`src/rtl/pulse_pattern_gen_pkg.sv`:
```
// Shared types and defaults for the pulse pattern generator.
package pulse_pattern_pkg;

  typedef enum logic {
    IDLE = 1'b0,
    RUN  = 1'b1
  } state_t;

  localparam int DEF_CNT_W   = 32;
  localparam int DEF_NUM_SEG = 4;

  // Enable level for a segment: even segments drive on_level, odd ones its inverse.
  function automatic logic seg_level(input logic idx_odd, input logic on_level);
    return idx_odd ? ~on_level : on_level;
  endfunction

endpackage

```
`src/rtl/pulse_pattern_gen_if.sv`:
```
// Control/status bundle between the timing-config registers and the generator.
interface pulse_pattern_gen_if #(
  parameter int CNT_W     = 32,
  parameter int NUM_SEG   = 4,
  parameter int SEG_IDX_W = $clog2(NUM_SEG)
) ();

  logic                     start;
  logic                     stop;
  logic                     mode;
  logic [NUM_SEG*CNT_W-1:0] seg_len;
  logic                     en;
  logic                     busy;
  logic [SEG_IDX_W-1:0]     seg_idx;
  logic                     frame_done;

  modport master (
    output start, stop, mode, seg_len,
    input  en, busy, seg_idx, frame_done
  );

  modport slave (
    input  start, stop, mode, seg_len,
    output en, busy, seg_idx, frame_done
  );

endinterface

```
`src/rtl/pulse_pattern_gen_seg_timer.sv`:
```
// Segment timer: up-counter with clear and a terminal flag at length-1.
// A zero length behaves as a one-cycle segment so the counter never wraps.
module seg_timer #(
  parameter int CNT_W = 32
) (
  input  logic             clk,
  input  logic             resetn,
  input  logic             i_clr,
  input  logic [CNT_W-1:0] i_len,
  output logic             o_term
);

  logic [CNT_W-1:0] r_count;
  logic [CNT_W-1:0] w_last;

  assign w_last = (i_len == '0) ? '0 : i_len - CNT_W'(1);
  assign o_term = (r_count == w_last);

  // Count cycles within the current segment; cleared on segment change or idle.
  always_ff @(posedge clk or negedge resetn) begin
    if (!resetn) begin
      r_count <= '0;
    end else if (i_clr) begin
      r_count <= '0;
    end else begin
      r_count <= r_count + CNT_W'(1);
    end
  end

endmodule

```
`src/rtl/pulse_pattern_gen.sv`:
```
// Programmable on/off enable pattern generator with shadowed segment lengths,
// continuous/one-shot frames, immediate stop and frame/segment status.
module pulse_pattern_gen
  import pulse_pattern_pkg::*;
#(
  parameter int   CNT_W     = DEF_CNT_W,
  parameter int   NUM_SEG   = DEF_NUM_SEG,
  parameter int   SEG_IDX_W = $clog2(NUM_SEG),
  parameter logic ON_LEVEL  = 1'b1
) (
  input logic               clk,
  input logic               resetn,
  pulse_pattern_gen_if.slave bus
);

  state_t               r_state;
  logic                 r_mode;
  logic [CNT_W-1:0]     r_shadow [NUM_SEG];
  logic                 r_en;
  logic                 r_busy;
  logic [SEG_IDX_W-1:0] r_seg_idx;
  logic                 r_frame_done;

  logic [CNT_W-1:0]     w_cur_len;
  logic                 w_term;
  logic                 w_clr;
  logic                 w_last_seg;
  logic [SEG_IDX_W-1:0] w_next_idx;

  assign w_cur_len  = r_shadow[r_seg_idx];
  assign w_last_seg = (r_seg_idx == SEG_IDX_W'(NUM_SEG - 1));
  assign w_next_idx = r_seg_idx + SEG_IDX_W'(1);
  assign w_clr      = (r_state != RUN) || bus.stop || w_term;

  seg_timer #(.CNT_W(CNT_W)) u_seg_timer (
    .clk    (clk),
    .resetn (resetn),
    .i_clr  (w_clr),
    .i_len  (w_cur_len),
    .o_term (w_term)
  );

  // Frame FSM: shadow load, segment stepping and registered outputs.
  // stop is tested ahead of the terminal flag so an abort on the frame-end
  // cycle suppresses frame_done.
  always_ff @(posedge clk or negedge resetn) begin
    if (!resetn) begin
      r_state      <= IDLE;
      r_mode       <= 1'b0;
      r_en         <= ~ON_LEVEL;
      r_busy       <= 1'b0;
      r_seg_idx    <= '0;
      r_frame_done <= 1'b0;
      for (int unsigned i = 0; i < NUM_SEG; i++) begin
        r_shadow[i] <= '0;
      end
    end else begin
      r_frame_done <= 1'b0;
      unique case (r_state)
        IDLE: begin
          if (bus.start && !bus.stop) begin
            for (int unsigned i = 0; i < NUM_SEG; i++) begin
              r_shadow[i] <= bus.seg_len[i*CNT_W +: CNT_W];
            end
            r_mode    <= bus.mode;
            r_state   <= RUN;
            r_busy    <= 1'b1;
            r_seg_idx <= '0;
            r_en      <= ON_LEVEL;
          end
        end
        RUN: begin
          if (bus.stop) begin
            r_state   <= IDLE;
            r_busy    <= 1'b0;
            r_seg_idx <= '0;
            r_en      <= ~ON_LEVEL;
          end else if (w_term) begin
            if (w_last_seg) begin
              r_frame_done <= 1'b1;
              r_seg_idx    <= '0;
              if (!r_mode) begin
                for (int unsigned i = 0; i < NUM_SEG; i++) begin
                  r_shadow[i] <= bus.seg_len[i*CNT_W +: CNT_W];
                end
                r_en <= ON_LEVEL;
              end else begin
                r_state <= IDLE;
                r_busy  <= 1'b0;
                r_en    <= ~ON_LEVEL;
              end
            end else begin
              r_seg_idx <= w_next_idx;
              r_en      <= seg_level(w_next_idx[0], ON_LEVEL);
            end
          end
        end
        default: begin
          r_state <= IDLE;
        end
      endcase
    end
  end

  assign bus.en         = r_en;
  assign bus.busy       = r_busy;
  assign bus.seg_idx    = r_seg_idx;
  assign bus.frame_done = r_frame_done;

endmodule

```
`src/flat_wrapper.sv`:
```
// flat-port wrapper written by rule: the top's interface ports become plain ports
module pulse_pattern_gen_flat import pulse_pattern_pkg::*;
#(
  parameter int   CNT_W     = DEF_CNT_W,
  parameter int   NUM_SEG   = DEF_NUM_SEG,
  parameter int   SEG_IDX_W = $clog2(NUM_SEG),
  parameter logic ON_LEVEL  = 1'b1
)
  (clk, resetn, bus_start, bus_stop, bus_mode, bus_seg_len, bus_en, bus_busy, bus_seg_idx, bus_frame_done);
  pulse_pattern_gen_if #(.CNT_W(CNT_W), .NUM_SEG(NUM_SEG), .SEG_IDX_W(SEG_IDX_W)) bus_i ();
  input logic clk;
  input logic resetn;
  input wire logic [$bits(bus_i.start)-1:0] bus_start;
  input wire logic [$bits(bus_i.stop)-1:0] bus_stop;
  input wire logic [$bits(bus_i.mode)-1:0] bus_mode;
  input wire logic [$bits(bus_i.seg_len)-1:0] bus_seg_len;
  output wire logic [$bits(bus_i.en)-1:0] bus_en;
  output wire logic [$bits(bus_i.busy)-1:0] bus_busy;
  output wire logic [$bits(bus_i.seg_idx)-1:0] bus_seg_idx;
  output wire logic [$bits(bus_i.frame_done)-1:0] bus_frame_done;
  assign bus_i.start = bus_start;
  assign bus_i.stop = bus_stop;
  assign bus_i.mode = bus_mode;
  assign bus_i.seg_len = bus_seg_len;
  assign bus_en = bus_i.en;
  assign bus_busy = bus_i.busy;
  assign bus_seg_idx = bus_i.seg_idx;
  assign bus_frame_done = bus_i.frame_done;
  pulse_pattern_gen #(.CNT_W(CNT_W), .NUM_SEG(NUM_SEG), .SEG_IDX_W(SEG_IDX_W), .ON_LEVEL(ON_LEVEL)) u_core (.clk(clk), .resetn(resetn), .bus(bus_i));
endmodule
```
`config.mk`:
```
export PLATFORM = sky130hd
export DESIGN_NAME = pulse_pattern_gen_flat
export DESIGN_NICKNAME = d
export VERILOG_FILES = /design/src/rtl/pulse_pattern_gen_pkg.sv /design/src/rtl/pulse_pattern_gen_if.sv /design/src/rtl/pulse_pattern_gen_seg_timer.sv /design/src/rtl/pulse_pattern_gen.sv /design/src/flat_wrapper.sv
export SDC_FILE = /design/constraint.sdc
export NUM_CORES = 1
export LEC_CHECK = 0
export CAP_MARGIN = 20
export CORE_ASPECT_RATIO = 2
export CORE_MARGIN = 4
export CORE_UTILIZATION = 51
export CTS_BUF_LIST = sky130_fd_sc_hd__clkbuf_8
export DETAILED_ROUTE_END_ITERATION = 7
export GPL_ROUTABILITY_DRIVEN = 0
export GPL_TIMING_DRIVEN = 0
export PLACE_DENSITY = 0.81
export SKIP_CTS_REPAIR_TIMING = 1
export SLEW_MARGIN = 20
export SYNTH_ARGS = -nofsm -noshare
export SYNTH_HDL_FRONTEND = slang
export SYNTH_HIERARCHICAL = 1
export SYNTH_SLANG_ARGS = --single-unit
```
`constraint.sdc`:
```
create_clock -name clk -period 4.7 [get_ports clk]
set_input_delay 0.94 -clock clk [delete_from_list [all_inputs] [get_ports clk]]
set_output_delay 0.94 -clock clk [all_outputs]
set_load 0.02 [all_outputs]
```
## After elaboration in Yosys (flattened, before gate mapping)

Index checks and enable logic that the tools add are counted.

| operators by class | value |
|---|---|
| bitwise gates (word level) | 2 |
| muxes and demuxes | 37 |
| add/sub/neg operators | 3 |
| equality and inequality tests | 10 |
| magnitude comparators | 1 |
| reduce and logical (&&, ||, !) cells | 9 |

Operators by type and width:

| cell | number |
|---|---|
| $mux W128 | 5 |
| $pmux W128 S2 | 1 |
| $mux W32 | 4 |
| $bmux W32 S2 | 1 |
| $add A32 B1 Y32 const B | 1 |
| $eq A32 B32 Y1 | 1 |
| $logic_not A32 Y1 | 1 |
| $sub A32 B1 Y32 const B | 1 |
| $mux W1 | 18 |
| $ne A2 B2 Y1 const B | 5 |
| $ne A3 B3 Y1 const B | 3 |
| $mux W2 | 4 |
| $pmux W1 S2 | 3 |
| $reduce_and A5 Y1 | 1 |
| $pmux W2 S2 | 1 |
| $reduce_and A2 Y1 | 2 |
| $reduce_and A4 Y1 | 1 |
| $ge A3 B3 Y1 const B | 1 |
| $not A2 Y3 | 1 |
| $add A2 B1 Y2 const B | 1 |
| $eq A2 B2 Y1 const B | 1 |
| $logic_or A1 B1 Y1 | 2 |
| $logic_and A1 B1 Y1 | 1 |
| $logic_not A1 Y1 | 1 |
| $not A1 Y1 | 1 |

| word-level totals | value |
|---|---|
| output and inout port bits | 5 |
| flip-flop bits (word level) | 167 |
| input port bits | 133 |
| logic and storage cells | 73 |

## Longest topological paths before layout

| logic depth | value |
|---|---|
| depth in word-level cells | 10 |
| mapped depth | 21 |
| mapped depth without buffers | 14 |

## By module

The synthesis kept the hierarchy.

Modules (own cells, without submodules):

| module | cells each | sequential area each (µm²) | area an instance (µm²) | times used |
|---|---|---|---|---|
| pulse_pattern_gen | 349 | 3378.2 | 5944.5 | 1 |
| seg_timer | 373 | 800.8 | 2987.9 | 1 |

## Least setup slack after synthesis

OpenSTA, ideal clock, no wires.

| path | value |
|---|---|
| path type | flip-flop to flip-flop |
| start | register u_core.r_seg_idx[0] (netlist: u_core/bus.seg_idx[0]) |
| end | register u_core/r_shadow[35] in the netlist's numbering |
| slack | -363 ps |
| cell stages (with the launch flop) | 19 |
| setup time | 125 ps |
| path buffers | 7 |
| arrival | 4938 ps |
| clock period less this slack | 5063 ps |
| data required time | 4575 ps |
| path through | dfrtp_1 > buf_2 > buf_2 > mux4_2 > or4_4 > or3_1 > buf_6 > nor3_4 > buf_6 > nand3b_1 > a221oi_1 > nand4_1 > nor4_2 > clkbuf_2 > nand4b_1 > a21oi_2 > buf_4 > buf_8 > mux2_2 |

| between the ends | value |
|---|---|
| cells in the longest elaborated chain, start to end | 9 |
| elaborated cells between the ends (all ways) | 12 |
| classes of those cells | 1 x add/sub; 4 x eq/ne; 4 x mux; 1 x bitwise; 2 x reduce/logical |

Ends and longest elaborated chain:

| element | line | source |
|---|---|---|
| start: declaration | pulse_pattern_gen.sv:21 | `logic [SEG_IDX_W-1:0] r_seg_idx;` |
| start signal: assignment | pulse_pattern_gen.sv:93 | `r_seg_idx <= w_next_idx;` |
| $not A2 Y3 (implied by the code) (*) | pulse_pattern_gen.sv:30 | `assign w_cur_len = r_shadow[r_seg_idx];` |
| $bmux W32 S2 (*) | pulse_pattern_gen.sv:30 |  |
| $mux W32 (implied by the code) (*) (2 in series) | pulse_pattern_gen.sv:30 |  |
| net u_core.w_cur_len[20] | pulse_pattern_gen.sv:24 | `logic [CNT_W-1:0] w_cur_len;` |
| $sub A32 B1 Y32 / $logic_not A32 Y1 (equally long branches) | pulse_pattern_gen_seg_timer.sv:16 | `assign w_last = (i_len == '0) ? '0 : i_len - CNT_W'(1);` |
| $mux W32 (*) | pulse_pattern_gen_seg_timer.sv:16 |  |
| $eq A32 B32 Y1 (*) | pulse_pattern_gen_seg_timer.sv:17 | `assign o_term = (r_count == w_last);` |
| net u_core.w_term | pulse_pattern_gen.sv:25 | `logic w_term;` |
| $ne A2 B2 Y1 (no line) (*) | n/a |  |
| $reduce_and A5 Y1 (no line) (*) | n/a |  |
| end signal: indexed assignment | pulse_pattern_gen.sv:63 | `r_shadow[i] <= bus.seg_len[i*CNT_W +: CNT_W];` |
| end signal: indexed assignment | pulse_pattern_gen.sv:84 | `r_shadow[i] <= bus.seg_len[i*CNT_W +: CNT_W];` |
| end: declaration | pulse_pattern_gen.sv:18 | `logic [CNT_W-1:0] r_shadow [NUM_SEG];` |

Mark *: on every way through the listed nets, which the timed path passes. The rest lies on a longest branch. The select of a mux whose other input is x is not followed.
A chain may end at the register's enable or synchronous reset.

## Worst setup path after layout

| path | value |
|---|---|
| start | register u_core.r_seg_idx[0] (netlist: u_core/bus.seg_idx[0]) |
| end | register u_core/r_shadow[17] in the netlist's numbering |

Same word-level chain as after synthesis.

==> impl_metrics.py <==
metrics = {
    "outcome": {
        "status": "complete, but fails checks",
        "violations": "negative setup slack",
    },
    "global_route": {
        "grtUsageTotal_pct": 25.92,
        "grt_pass1_vias": 7327,
        "antenna_found_initial": 3,
        "grt_pass1_wl_um": 38730,
        "grt_max_degree": 102,
        "grt_overflow_total": 0,
    },
    "sta": {
        "hold_viol": 0,
        "setup_violations": 158,
        "fin_ws_ns": -0.7331,
        "whs_ns": 0.3856,
        "finalMaxSlewViolations": 0,
        "tns_ns": -87.68,
        "timing.final.crit_share_pct": 115.6,
        "worstMarginPinSlew_ns": 0.5692,
        "max_freq_ghz": 0.1841,
        "slew_headroom_pct": 62.05,
        "fin_crit_ns": 5.433,
        "clock_skew_ns": 0.009431,
        "rsz0062_at_grt": "true",
    },
    "die": {
        "placementRows": 68,
        "fp.coreArea_mm2": 0.01727,
        "dieArea_mm2": 0.01982,
        "die_w_um": 101.6,
        "num_io_pins": 138,
        "start_util_pct": 51.72,
        "die_y_um": 195.2,
    },
    "routing": {
        "routed_wl_um": 27120,
        "dr.pass1.iters": 7,
        "avgViaCountPerCell": 6.230,
        "drt-wirelength-per-cell_um": 23.46,
        "drt_iter0_drc": 424,
        "antenna_left": 0,
        "route.detailed.drc": 0,
        "routed-via-count": 7202,
    },
    "setup_path": {
        "cp-start-kind": "flop",
        "worstPathRequired_ns": 5.07,
        "crit_path_end_kind": "flop",
        "slowest_delay_ns": 0.60,
        "cpLargestDelayFamily": "simple AND/OR/NAND/NOR gates",
        "worst_ep_arrival_time_ns": 5.80,
        "worstPathCellList": "buf_12 > buf_12 > buf_4 > mux4_2 > or3_1 > or3_4 > buf_6 > nor3_4 > or4_1 > o221ai_1 > a211oi_2 > nand4_1 > nor4_4 > buf_4 > nand4b_1 > a21oi_4 > clkbuf_16 > buf_6 > mux2_2",
        "crit_type": "reg2reg",
        "cp_max_fo": 10,
        "slowest_stage": "mux4_2",
        "crit_buf_inv": 7,
    },
    "clock_tree": {
        "cts-buffers-inserted": 17,
        "cts_max_level": 4,
        "cts_sinks": 167,
        "clk_pin_slew_ns": 0.09,
        "cts_root_buffer": "clkbuf_8",
        "clk_path_buf_depth": 2,
        "cts_tree": "yes",
        "clk_latency_ns": 0.49,
    },
    "cells_and_area": {
        "layout_common_cells": "165 x dfrtp_1, 136 x clkdlybuf4s50_1, 82 x mux2_2",
        "regArea_mm2": 0.004182,
        "fin_nets": 1067,
        "area_delta_synth_final_pct": 34.98,
        "drive_above_1_share_pct": 33.62,
        "multi_input_area_mm2": 0.004816,
        "n_fill_cell": 1130,
        "mostFrequentLayoutCell": "dfrtp_1",
    },
    "synthesis": {
        "synth-seq-cells": 167,
        "synthesis.instances": 722,
        "syn_area_per_cell_um2": 12.37,
        "synth_fp_nets": 859,
        "synth_edf_count": 0,
        "ys_types": 65,
        "synthesis.area_mm2": 0.008932,
        "synth_warnings": 6,
        "synth-main-ff-cell": "dfrtp_1",
        "synth_seq_area_share_pct": 46.79,
        "synthArstFlopShare_pct": 100.0,
    },
    "power_and_ir_drop": {
        "power_w": 0.003962,
        "p_leak_nw": 4.818,
        "power-per-cell-area_mw_per_mm2": 328.6,
        "vdd_drop_max_uv": 318.8,
    },
    "job": {
        "max_cap_viol_count": 0,
    },
    "placement": {
        "hpwl_um": 19210,
        "portBuffers": 137,
    },
    "min_path": {
        "hp-class": "in2async",
    },
}
Yosys cell counts, types with 9 or more instances:
library cell / instances / area (um^2)
a21oi_1: 22 / 110.1
buf_6: 13 / 146.4
clkbuf_1: 17 / 63.81
dfrtp_1: 167 / 4179
mux2_2: 129 / 1453
mux4_2: 32 / 720.7
nand2_1: 25 / 93.84
nand2b_1: 9 / 56.30
nand3_1: 13 / 65.06
nand4_1: 17 / 106.4
nor2_1: 56 / 210.2
nor3_1: 16 / 80.08
nor4_1: 13 / 81.33
o21ai_0: 12 / 60.06
xnor2_1: 23 / 201.4
xor2_1: 33 / 289.0
worst register-to-register path, delay by kind of cell, from the launching register on:
family	cells	cell delay (ns)
AND/OR/NAND/NOR	7	2.09
buffers and inverters	7	1.15
multiplexers	2	0.96
AO/OA/AOI/OAI	3	0.72
flip-flops	1	0.41
layout make-up:
cell class	instances	share of cell area, %
antenna	3	0.06227
buffer	42	3.964
clock buffer	18	2.055
clock inverter	14	1.577
inverter	7	0.2179
multi-input combinational	504	39.94
sequential	167	34.68
tap	210	2.179
timing repair buffer	191	15.32
power breakdown:
| part | total [W] | switching [W] | internal [W] | leakage, nW |
|---|---|---|---|---|
| Combinational | 0.00103 | 0.000443 | 0.000588 | 2.57 |
| Clock | 0.00114 | 0.000587 | 0.000555 | 0.212 |
| Sequential | 0.00179 | 0.000132 | 0.00166 | 2.03 |
final timing paths:
check                           depth (start not counted)                     to                  start  slack [ns]
worst min-delay path                                    1    u_core/r_shadow[46]                 resetn        0.39
min in group clk                                        1    u_core/r_shadow[38]    u_core/r_shadow[38]        0.51
worst max register to register                         19    u_core/r_shadow[17]  u_core/bus.seg_idx[0]       -0.73
worst max-delay path                                   19    u_core/r_shadow[17]  u_core/bus.seg_idx[0]       -0.73
worst min register to register                          1    u_core/r_shadow[38]    u_core/r_shadow[38]        0.51
max in group asynchronous                               2  u_core/bus.seg_idx[1]                 resetn        3.39
per-stage QoR:
stage          area, um^2  cells  worst slack, ns  utilization (%)
2_1_floorplan        8990    722         0.002124                -
3_3_place_gp        10620   1069           -4.672            61.51
3_5_place_dp        10660   1070           -1.152            61.70
4_1_cts             11090   1102           -1.184            64.24
5_1_grt             12060   1156          -0.8248            69.81
6_report            12060   1156          -0.7331            69.81
logic make-up (layout without fill, tap and decap cells):
group	Yosys count	in the layout	synth area share [%]
DFF	167	167	46.79
muxes	166	166	24.89
AOI/OAI and AO/OA	73	73	5.603
buffers and inverters	51	272	3.628
xor gates and xnor gates	57	57	5.757
other	0	3	0
and+or+nand+nor	204	204	12.77
adders and majority gates	4	4	0.5603
per-layer routing:
metal,share of wire [%],vias up,track usage (%)
li1,-,3108,-
met1,33,3622,25.56
met2,54,324,47.18
met3,4.7,148,5.470
met4,8.1,0,16.52
met5,0,-,0
registers in the layout, indices dropped and copies added, names as in the netlist:
signal / cells
u_core/r_shadow: 128
u_core/u_seg_timer/r_count: 32
u_core/bus.seg_idx: 2
u_core/bus.busy: 1
u_core/bus.en: 1
u_core/bus.frame_done: 1
u_core/r_mode: 1
u_core/r_state: 1
Power figures use the tool's default switching activity.
